`src/rtl/ascon_pkg.sv`:
```
`default_nettype none
// ============================================================================
//  Module      : ascon_pkg
//  Description : Shared types and constants for the Ascon permutation
//                datapath. Holds the 5x64 state type and the enum for
//                the folded substitution layer's control FSM.
//  Revision    : 1.0 - initial release
// ============================================================================
package ascon_pkg;

  localparam int ASCON_NUM_LANES  = 5;
  localparam int ASCON_LANE_WIDTH = 64;

  // Index 0 is lane s0, which is the MSB of every S-box column.
  typedef logic [ASCON_NUM_LANES-1:0][ASCON_LANE_WIDTH-1:0] t_state_array;

  // Control states of the folded substitution layer.
  typedef enum logic [1:0] {
    IDLE = 2'd0,
    BUSY = 2'd1,
    DONE = 2'd2
  } t_subst_state;

endpackage : ascon_pkg
`default_nettype wire

```
`src/rtl/substitution_layer_folded_sbox.sv`:
```
`default_nettype none
// ============================================================================
//  Module      : sbox
//  Description : Ascon 5-bit S-box (chi-like core with affine pre/post
//                layers). Input and output are packed {x0,x1,x2,x3,x4},
//                x0 being the MSB. Purely combinational.
//  Revision    : 1.0 - initial release
// ============================================================================
module sbox (
  input  logic [4:0] i_x,
  output logic [4:0] o_y
);

  // Unpacked view of the column, x0 = MSB.
  logic w_x0, w_x1, w_x2, w_x3, w_x4;
  // After the input affine layer.
  logic w_a0, w_a2, w_a4;
  // Nonlinear terms ~x[i] & x[i+1].
  logic w_t0, w_t1, w_t2, w_t3, w_t4;
  // After the nonlinear layer.
  logic w_b0, w_b1, w_b2, w_b3, w_b4;

  assign w_x0 = i_x[4];
  assign w_x1 = i_x[3];
  assign w_x2 = i_x[2];
  assign w_x3 = i_x[1];
  assign w_x4 = i_x[0];

  // Input affine layer: x0^=x4, x4^=x3, x2^=x1.
  assign w_a0 = w_x0 ^ w_x4;
  assign w_a4 = w_x4 ^ w_x3;
  assign w_a2 = w_x2 ^ w_x1;

  // Nonlinear layer on (a0, x1, a2, x3, a4).
  assign w_t0 = ~w_a0 & w_x1;
  assign w_t1 = ~w_x1 & w_a2;
  assign w_t2 = ~w_a2 & w_x3;
  assign w_t3 = ~w_x3 & w_a4;
  assign w_t4 = ~w_a4 & w_a0;

  assign w_b0 = w_a0 ^ w_t1;
  assign w_b1 = w_x1 ^ w_t2;
  assign w_b2 = w_a2 ^ w_t3;
  assign w_b3 = w_x3 ^ w_t4;
  assign w_b4 = w_a4 ^ w_t0;

  // Output affine layer: x1^=x0, x0^=x4, x3^=x2, x2=~x2.
  assign o_y[4] = w_b0 ^ w_b4;
  assign o_y[3] = w_b1 ^ w_b0;
  assign o_y[2] = ~w_b2;
  assign o_y[1] = w_b3 ^ w_b2;
  assign o_y[0] = w_b4;

endmodule : sbox
`default_nettype wire

```
`src/rtl/substitution_layer_folded.sv`:
```
`default_nettype none
// ============================================================================
//  Module      : substitution_layer_folded
//  Description : Time-multiplexed Ascon substitution layer. A bank of
//                G_SBOXES_PER_CYCLE S-boxes walks the 64 state columns
//                over 64/G_SBOXES_PER_CYCLE cycles, rewriting the working
//                register in place. Valid/ready on both sides.
//  Options     : ASCON_SUBST_CLEAR_EN - adds i_clear, a synchronous
//                highest-priority wipe of FSM, counter and working state.
//  Revision    : 1.0 - initial release
// ============================================================================
module substitution_layer_folded
  import ascon_pkg::*;
#(
  parameter int G_SBOXES_PER_CYCLE = 16,
  parameter int G_NUM_COLUMNS      = 64
) (
  input  logic         i_clk,
  input  logic         i_rst_n,
`ifdef ASCON_SUBST_CLEAR_EN
  input  logic         i_clear,
`endif
  input  logic         i_valid,
  output logic         o_ready,
  input  t_state_array i_state,
  output logic         o_valid,
  input  logic         i_ready,
  output t_state_array o_state
);

  localparam int C_P          = G_SBOXES_PER_CYCLE;
  localparam int C_NUM_SLICES = G_NUM_COLUMNS / G_SBOXES_PER_CYCLE;
  localparam int C_CNT_W      = (C_NUM_SLICES > 1) ? $clog2(C_NUM_SLICES) : 1;
  localparam int C_COL_W      = (G_NUM_COLUMNS > 1) ? $clog2(G_NUM_COLUMNS) : 1;
  localparam logic [C_CNT_W-1:0] C_CNT_LAST = C_CNT_W'(C_NUM_SLICES - 1);

  // Reject configurations where the S-box bank does not tile the lane
  // exactly, or where the column count disagrees with the state type.
  if ((G_SBOXES_PER_CYCLE < 1) || ((G_NUM_COLUMNS % G_SBOXES_PER_CYCLE) != 0)) begin : g_bad_sbox_count
    $error("G_NUM_COLUMNS must be a multiple of G_SBOXES_PER_CYCLE");
  end
  if (G_NUM_COLUMNS != ASCON_LANE_WIDTH) begin : g_bad_num_columns
    $error("G_NUM_COLUMNS must equal ASCON_LANE_WIDTH");
  end

  t_subst_state r_fsm;
  logic [C_CNT_W-1:0] r_cnt;
  t_state_array r_state;
  logic r_valid;

  // First column of the slice handled this cycle.
  logic [C_COL_W-1:0] w_base;
  // Current slice of each lane, and the substituted replacement.
  logic [ASCON_NUM_LANES-1:0][C_P-1:0] w_slice;
  logic [ASCON_NUM_LANES-1:0][C_P-1:0] w_sub;

  // With a single slice the base is always column 0; keeping this out of the
  // multiply avoids a constant that does not fit the column-index width.
  if (C_NUM_SLICES == 1) begin : g_base_single
    assign w_base = '0;
  end else begin : g_base_multi
    localparam logic [C_COL_W-1:0] C_COL_P = C_COL_W'(C_P);
    assign w_base = C_COL_W'(r_cnt) * C_COL_P;
  end

  // Column mux: pull the active slice of every lane out of the working register.
  always_comb begin
    w_slice = '0;
    for (int l = 0; l < ASCON_NUM_LANES; l++) begin
      w_slice[l] = r_state[l][w_base +: C_P];
    end
  end

  // S-box bank; column j of the slice is {s0,s1,s2,s3,s4} with s0 as MSB.
  for (genvar j = 0; j < C_P; j++) begin : g_sbox
    logic [4:0] w_col_in;
    logic [4:0] w_col_out;

    assign w_col_in = {w_slice[0][j], w_slice[1][j], w_slice[2][j],
                       w_slice[3][j], w_slice[4][j]};

    sbox u_sbox (
      .i_x (w_col_in),
      .o_y (w_col_out)
    );

    assign w_sub[0][j] = w_col_out[4];
    assign w_sub[1][j] = w_col_out[3];
    assign w_sub[2][j] = w_col_out[2];
    assign w_sub[3][j] = w_col_out[1];
    assign w_sub[4][j] = w_col_out[0];
  end

  // Control FSM, slice counter, output-valid flag and in-place working register.
  always_ff @(posedge i_clk or negedge i_rst_n) begin
    if (!i_rst_n) begin
      r_fsm   <= IDLE;
      r_cnt   <= '0;
      r_state <= '0;
      r_valid <= 1'b0;
    end
`ifdef ASCON_SUBST_CLEAR_EN
    else if (i_clear) begin
      // Abort path: scrub intermediate secret state, ignore any offered input.
      r_fsm   <= IDLE;
      r_cnt   <= '0;
      r_state <= '0;
      r_valid <= 1'b0;
    end
`endif
    else begin
      case (r_fsm)
        IDLE: begin
          if (i_valid) begin
            r_state <= i_state;
            r_cnt   <= '0;
            r_fsm   <= BUSY;
          end
        end

        BUSY: begin
          for (int l = 0; l < ASCON_NUM_LANES; l++) begin
            r_state[l][w_base +: C_P] <= w_sub[l];
          end
          if (r_cnt == C_CNT_LAST) begin
            r_cnt   <= '0;
            r_fsm   <= DONE;
            r_valid <= 1'b1;
          end else begin
            r_cnt <= r_cnt + C_CNT_W'(1);
          end
        end

        DONE: begin
          // Result is held untouched until the consumer takes it.
          if (i_ready) begin
            r_valid <= 1'b0;
            if (i_valid) begin
              r_state <= i_state;
              r_cnt   <= '0;
              r_fsm   <= BUSY;
            end else begin
              r_fsm <= IDLE;
            end
          end
        end

        default: begin
          r_fsm   <= IDLE;
          r_cnt   <= '0;
          r_valid <= 1'b0;
        end
      endcase
    end
  end

  // Ready: always in IDLE; in DONE only when the result is drained this cycle.
  always_comb begin
    o_ready = (r_fsm == IDLE) || ((r_fsm == DONE) && i_ready);
`ifdef ASCON_SUBST_CLEAR_EN
    if (i_clear) begin
      o_ready = 1'b0;
    end
`endif
  end

  assign o_valid = r_valid;
  assign o_state = r_state;

endmodule : substitution_layer_folded
`default_nettype wire

```
`config.mk`:
```
export PLATFORM = sky130hd
export DESIGN_NAME = substitution_layer_folded
export DESIGN_NICKNAME = d
export VERILOG_FILES = /design/src/rtl/ascon_pkg.sv /design/src/rtl/substitution_layer_folded_sbox.sv /design/src/rtl/substitution_layer_folded.sv
export SDC_FILE = /design/constraint.sdc
export NUM_CORES = 1
export LEC_CHECK = 0
export BUFFER_PORTS_ARGS = -buffer_cell sky130_fd_sc_hd__buf_2
export CORE_AREA = 2 2 252 254
export CTS_BUF_LIST = sky130_fd_sc_hd__clkbuf_16
export DETAILED_ROUTE_END_ITERATION = 7
export DIE_AREA = 0 0 254 256
export GPL_ROUTABILITY_DRIVEN = 0
export SYNTH_ARGS = -nofsm -noshare
export SYNTH_HDL_FRONTEND = slang
export SYNTH_SLANG_ARGS = --single-unit
export TNS_END_PERCENT = 1
```
`constraint.sdc`:
```
create_clock -name i_clk -period 3 [get_ports i_clk]
set_input_delay 0.3 -clock i_clk [delete_from_list [all_inputs] [get_ports i_clk]]
set_output_delay 0.3 -clock i_clk [all_outputs]
set_load 0.02 [all_outputs]
```
# [Word-level counts from Yosys, hierarchy flattened]
# Index checks and enable logic that the tools add are counted.
[op_classes] n_mul=0 n_lt_le_gt_ge=0 div_mod_pow=0 bitwise=353 n_shift=11 n_reduce_logical=7 n_eq_ne=6 mux=20 n_addsub=2
[ops] cell="$pmux W320 S3" n=1
[ops] cell="$mux W320" n=2
[ops] cell="$bwmux W64" n=5
[ops] cell="$shiftx A16 B8 Y64" n=5
[ops] cell="$shiftx A64 B7 Y16" n=5
[ops] cell="$xor A1 B1 Y1" n=176
[ops] cell="$not A1 Y1" n=97
[ops] cell="$and A1 B1 Y1" n=80
[ops] cell="$shift A16 B8 Y64 const A" n=1
[ops] cell="$mux W2" n=6
[ops] cell="$pmux W2 S3" n=2
[ops] cell="$neg A6 Y8" n=1
[ops] cell="$ne A2 B2 Y1 const B" n=3
[ops] cell="$reduce_and A3 Y1" n=2
[ops] cell="$eq A2 B2 Y1 const B" n=2
[ops] cell="$mux W1" n=3
[ops] cell="$pmux W1 S3" n=1
[ops] cell="$reduce_bool A3 Y1" n=1
[ops] cell="$add A2 B1 Y2 const B" n=1
[ops] cell="$eq A2 B1 Y1 const B" n=1
[ops] cell="$logic_not A2 Y1" n=1
[ops] cell="$reduce_and A2 Y1" n=1
[ops] cell="$logic_and A1 B1 Y1" n=1
[ops] cell="$logic_or A1 B1 Y1" n=1
[word_totals] mem_count=0 latch_bits=0 output_inout_bits=322 mem_bits_rw=0 ff_bits=325 elab_cells=407 inputBits=324 rom_bits=0

# [Logic depth before layout (Yosys ltp)]
[depth] depth_word=9 mapped_depth=10 mapped_depth_nobuf=7

# [Modules after synthesis]
# From an unflattened synthesis, not the netlist that was laid out.
[unflattened] cells_unflattened=2053 area_unflattened_um2=21775.9
[modules_own_cells] module="substitution_layer_folded" seq_area_each_um2=8132.8 cells_each=1749 instances=1 area_each_um2=19533.7
[modules_own_cells] module="sbox" seq_area_each_um2=0.0 cells_each=19 instances=16 area_each_um2=140.1

# [Least setup slack after synthesis]
# Ideal clock, no wire load.
[synth_path] path_type="register to register" start="register r_cnt[0]" end="register r_state, in the netlist o_state[204]" path_stages_with_launch=11 setup_ns=0.133 arrival_ns=2.912 t_required_ns=2.867 slack_ns=-0.045 n_path_buf=4 synth_period_minus_slack_ns=3.045 cell_sequence="dfrtp_1 > buf_6 > buf_6 > buf_2 > buf_2 > mux4_2 > ha_1 > xor2_1 > xor2_1 > xnor2_1 > o22ai_1"
[synth_between] elab_chain_len=9 word_cells_on_any_way=170 classes_between="add/sub (1); shift (7); mux (2); bitwise (160)"
[synth_rtl] item="start: declaration" line_no="substitution_layer_folded.sv:47" text="logic [C_CNT_W-1:0] r_cnt;"
[synth_rtl] item="start signal: assignment" line_no="substitution_layer_folded.sv:130" text="r_cnt <= r_cnt + C_CNT_W'(1);"
[synth_rtl] item="$shiftx A64 B7 Y16" line_no="substitution_layer_folded.sv:70" text="w_slice[l] = r_state[l][w_base +: C_P];"
[synth_rtl] item="$xor A1 B1 Y1" line_no="substitution_layer_folded_sbox.sv:31" text="assign w_a4 = w_x4 ^ w_x3;"
[synth_rtl] item="$not A1 Y1" line_no="substitution_layer_folded_sbox.sv:39" text="assign w_t4 = ~w_a4 & w_a0;"
[synth_rtl] item="$and A1 B1 Y1" line_no="substitution_layer_folded_sbox.sv:39"
[synth_rtl] item="$xor A1 B1 Y1" line_no="substitution_layer_folded_sbox.sv:44" text="assign w_b3 = w_x3 ^ w_t4;"
[synth_rtl] item="$xor A1 B1 Y1" line_no="substitution_layer_folded_sbox.sv:51" text="assign o_y[1] = w_b3 ^ w_b2;"
[synth_rtl] item="$shiftx A16 B8 Y64" line_no="substitution_layer_folded.sv:123" text="r_state[l][w_base +: C_P] <= w_sub[l];"
[synth_rtl] item="$bwmux W64 *" line_no="substitution_layer_folded.sv:123"
[synth_rtl] item="$pmux W320 S3 *" line_no="substitution_layer_folded.sv:112" text="case (r_fsm)"
[synth_rtl] item="end signal: assignment" line_no="substitution_layer_folded.sv:115" text="r_state <= i_state;"
[synth_rtl] item="end signal: indexed assignment" line_no="substitution_layer_folded.sv:123"
[synth_rtl] item="end signal: assignment" line_no="substitution_layer_folded.sv:139" text="r_state <= i_state;"
[synth_rtl] item="end: declaration" line_no="substitution_layer_folded.sv:48" text="t_state_array r_state;"
# Every way passes the cells marked *; elsewhere a longest branch is shown, timed or not.
# A chain may end at the register's enable or synchronous reset.

# [Final worst setup path]
[layout_path] start="register r_cnt[0]" end="register r_state, in the netlist o_state[50]"
[layout_between] elab_chain_len=9 word_cells_on_any_way=170 classes_between="add/sub (1); shift (7); mux (2); bitwise (160)"
[layout_rtl] item="$shiftx A64 B7 Y16" line_no="substitution_layer_folded.sv:70"
[layout_rtl] item="$xor A1 B1 Y1" line_no="substitution_layer_folded_sbox.sv:30" text="assign w_a0 = w_x0 ^ w_x4;"
[layout_rtl] item="$not A1 Y1" line_no="substitution_layer_folded_sbox.sv:35" text="assign w_t0 = ~w_a0 & w_x1;"
[layout_rtl] item="$and A1 B1 Y1" line_no="substitution_layer_folded_sbox.sv:35"
[layout_rtl] item="$xor A1 B1 Y1" line_no="substitution_layer_folded_sbox.sv:45" text="assign w_b4 = w_a4 ^ w_t0;"
[layout_rtl] item="$xor A1 B1 Y1" line_no="substitution_layer_folded_sbox.sv:48" text="assign o_y[4] = w_b0 ^ w_b4;"
[layout_rtl] item="$shiftx A16 B8 Y64" line_no="substitution_layer_folded.sv:123"
[layout_rtl] item="$bwmux W64 *" line_no="substitution_layer_folded.sv:123"
[layout_rtl] item="$pmux W320 S3 *" line_no="substitution_layer_folded.sv:112"
# Marked as above.

==> metrics.csv <==
stage,metric,value,unit
die,floorplan_die_area,65000,um^2
global_routing,globalRouteTotalUtil,30.5,%
route,final_wirelength,103000,um
critical_path,critical_path_class,reg -> reg,
cells_and_area,nets,2937,
sta,timing_max_transition_violations_final,0,
sta,min_period_over_period,98.7,%
clock_network,clkTransAtPathRegs,0.06,ns
synthesis,synth.cell_area,18400,um^2
placed_design,port-buffer-count,645,
synthesis,avgSynthCellArea,9.70,um^2
cells_and_area,num-fill-cells,6217,
die,floorplan.core_area,62400,um^2
critical_path,worst_setup_path_end_kind,flip-flop,
critical_path,setup.worst_path.start,r_cnt[0]$_DFFE_PN0P_,
sta,rsz_0062_raised_after_global_routing,true,
worst_hold_path,min-delay-start,i_state[186],
synthesis,count_of_flip_flops_with_a_built_in_enable_after_synthesis,0,
global_routing,grt_max_degree,167,
route,route.detailed.wl_per_inst,29.6,um
synthesis,ys_seq_area_share,44.2,%
clock_network,number_of_buffers_created_by_cts,40,
synthesis,netlist.area_leader.share,44.2,%
route,detail_route.first_pass.iterations,6,
synthesis,yosys_register_bits,325,
route,drt-vias-per-instance,5.81,
clock_network,cts_buffer_depth,3,
cells_and_area,postLayoutCoreUtil,40.6,%
global_routing,gr-usage-met1,37.9,%
clock_network,cts_root_buf,sky130_fd_sc_hd__clkbuf_16,
die,chipWidth,254,um
synthesis,ys_types,36,
clock_network,clock_sink_count,325,
route,post-route-drc-count,0,
cells_and_area,area.sequential,8140,um^2
run,drv.max_cap_violation_count,0,
route,via_count,20100,
sta,report.final.hold_viol_count,0,
clock_network,clock_latency,0.57,ns
critical_path,cp.required,3.40,ns
die,chipHeight,256,um
clock_network,post_cts.repair.setup_buffers,0,
global_routing,leftover_overflow_at_the_end_of_global_routing,0,
global_routing,grt_antenna_before_repair,15,
synthesis,async_flop_share,100,%
placed_design,dpl_cell_area,23200,um^2
critical_path,worst-r2r-setup-slack,0.04,ns
sta,finalSetupViolCount,0,
critical_path,critical_path_arrival,3.36,ns
placed_design,detailedPlacementHpwl,75200,um
synthesis,syn_inst,1897,
critical_path,timing.rr.start,r_cnt[0]$_DFFE_PN0P_,
sta,worst_slew_margin_rel,22.6,%
critical_path,crit_path_max_fanout,30,
global_routing,first_global_vias,20300,
die,floorplan.initialDensity,29.5,%
sta,max_clock_freq,338,MHz
cells_and_area,final_cell_area,25300,um^2
route,drt_iter0_drc,1991,
cells_and_area,area.growth.synth_to_final,37.5,%
global_routing,grt_use_met3,7.06,%
synthesis,synth_nets,2257,
global_routing,most_used_routing_layer,met2,
die,std_cell_rows,92,
critical_path,cp-start-kind,flip-flop,
route,post_route_antenna_net_violation_count,0,
die,i_o_pin_cnt,646,
cells_and_area,drive_gt1_share,35.5,%
cells_and_area,multiInputGateArea,9850,um^2
global_routing,global_route_wire_length_before_repair,145000,um
status,outcome,completed,
cells_and_area,mostFrequentLayoutCells,"sky130_fd_sc_hd__buf_2 (644), sky130_fd_sc_hd__nor2_1 (353), sky130_fd_sc_hd__dfrtp_1 (323)",
clock_network,cts_htree_levels,2,
sta,final.min_clock_period,2.96,ns
sta,setup-tns-final,0,ns
sta,timing.hold.ws,0.0199,ns
sta,tightestPinTransition,1.16,ns
synthesis,yosysTopAreaCell,sky130_fd_sc_hd__dfrtp_1,
global_routing,met2_usage,50.7,%
cells_and_area,layout.cells.most_common,sky130_fd_sc_hd__buf_2,
synthesis,yosysWarnings,0,
clock_network,tritoncts,built,
sta,worst_clock_skew,0.0255,ns
worst_hold_path,timing.hold.worst.class,in -> reg,
synthesis,post_synth_main_area_contributors,"sky130_fd_sc_hd__dfrtp_1 (44%), sky130_fd_sc_hd__mux4_2 (9.8%), sky130_fd_sc_hd__nor2_1 (7.2%)",
synthesis,yosys_most_used_dff,sky130_fd_sc_hd__dfrtp_1,
==> layer usage <==
layer	vias up	part of all wire, %
met2	1497	48
met5	-	0.063
met1	10000	37
met3	297	10
li1	8265	-
met4	10	4.7
==> critical path, stage by stage (launching register included) <==
cell and delay (ns):
sky130_fd_sc_hd__dfrtp_4 0.54, sky130_fd_sc_hd__buf_12 0.27, sky130_fd_sc_hd__mux4_2 0.62, sky130_fd_sc_hd__ha_1 0.37
sky130_fd_sc_hd__xor2_1 0.19, sky130_fd_sc_hd__xnor2_1 0.61, sky130_fd_sc_hd__o21ai_0 0.18
==> registers in the layout, indices dropped and copies added (netlist names) <==
name	count
o_state	320
r_cnt	2
o_valid	1
r_fsm	2
==> path summary, 6_finish.rpt <==
check,endpoint,cells after the start
min in group asynchronous,o_state[139]$_DFFE_PN0P_,2
max,o_state[50]$_DFFE_PN0P_,6
max in group asynchronous,o_state[178]$_DFFE_PN0P_,3
min reg2reg,o_valid$_DFFE_PN0P_,1
max reg2reg,o_state[50]$_DFFE_PN0P_,6
min,o_state[186]$_DFFE_PN0P_,3
==> per-stage QoR <==
| step | setup WS (ns) | std cells |
|---|---|---|
| 6_report | 0.0382 | 3462 |
| 5_1_grt | -0.0456 | 3458 |
| 4_1_cts | 0.0157 | 3454 |
| 3_5_place_dp | -0.259 | 3332 |
| 3_3_place_gp | -0.188 | 3332 |
| 2_1_floorplan | -0.0446 | 1897 |
==> cells in the mapped netlist (33+ instances only) <==
cell,instances
sky130_fd_sc_hd__a21oi_1,257
sky130_fd_sc_hd__a221oi_1,64
sky130_fd_sc_hd__and3_1,64
sky130_fd_sc_hd__clkbuf_1,117
sky130_fd_sc_hd__dfrtp_1,325
sky130_fd_sc_hd__ha_1,36
sky130_fd_sc_hd__inv_1,33
sky130_fd_sc_hd__mux4_2,80
sky130_fd_sc_hd__nand2_1,36
sky130_fd_sc_hd__nor2_1,353
sky130_fd_sc_hd__o21ai_0,65
sky130_fd_sc_hd__o22ai_1,193
sky130_fd_sc_hd__xnor2_1,64
sky130_fd_sc_hd__xor2_1,144
==> cell families (layout without fill, tap and decap cells) <==
group           Yosys count  after routing  share of synthesized area [%]
xor+xnor                208            208                           9.90
flops                   325            325                           44.2
buf+inv                 191            902                           4.19
other cells               0              8                              0
fa+ha+maj                36             36                           2.45
compound gates          590            590                           18.9
mux                      80             80                           9.79
simple gates            467            467                           10.6
==> repair_timing <==
action,4_1_cts,5_1_grt
hold buffers,49,0
pin swaps,0,2
setup endpoints to repair,59,96
hold endpoints to repair,113,0
resized for setup,16,21
==> cell type report <==
| class | instances | share of cell area (%) |
|---|---|---|
| Antenna cell | 8 | 0.0791 |
| Clock buffer | 41 | 4.06 |
| Clock inverter | 32 | 1.00 |
| Inverter | 35 | 0.529 |
| Multi-Input combinational cell | 1381 | 38.9 |
| Sequential cell | 325 | 32.2 |
| Tap cell | 846 | 4.18 |
| Timing Repair Buffer | 794 | 19.0 |
Power is not shown: default switching activity piles up to over one toggle a cycle in this logic, so the estimate is an artifact.
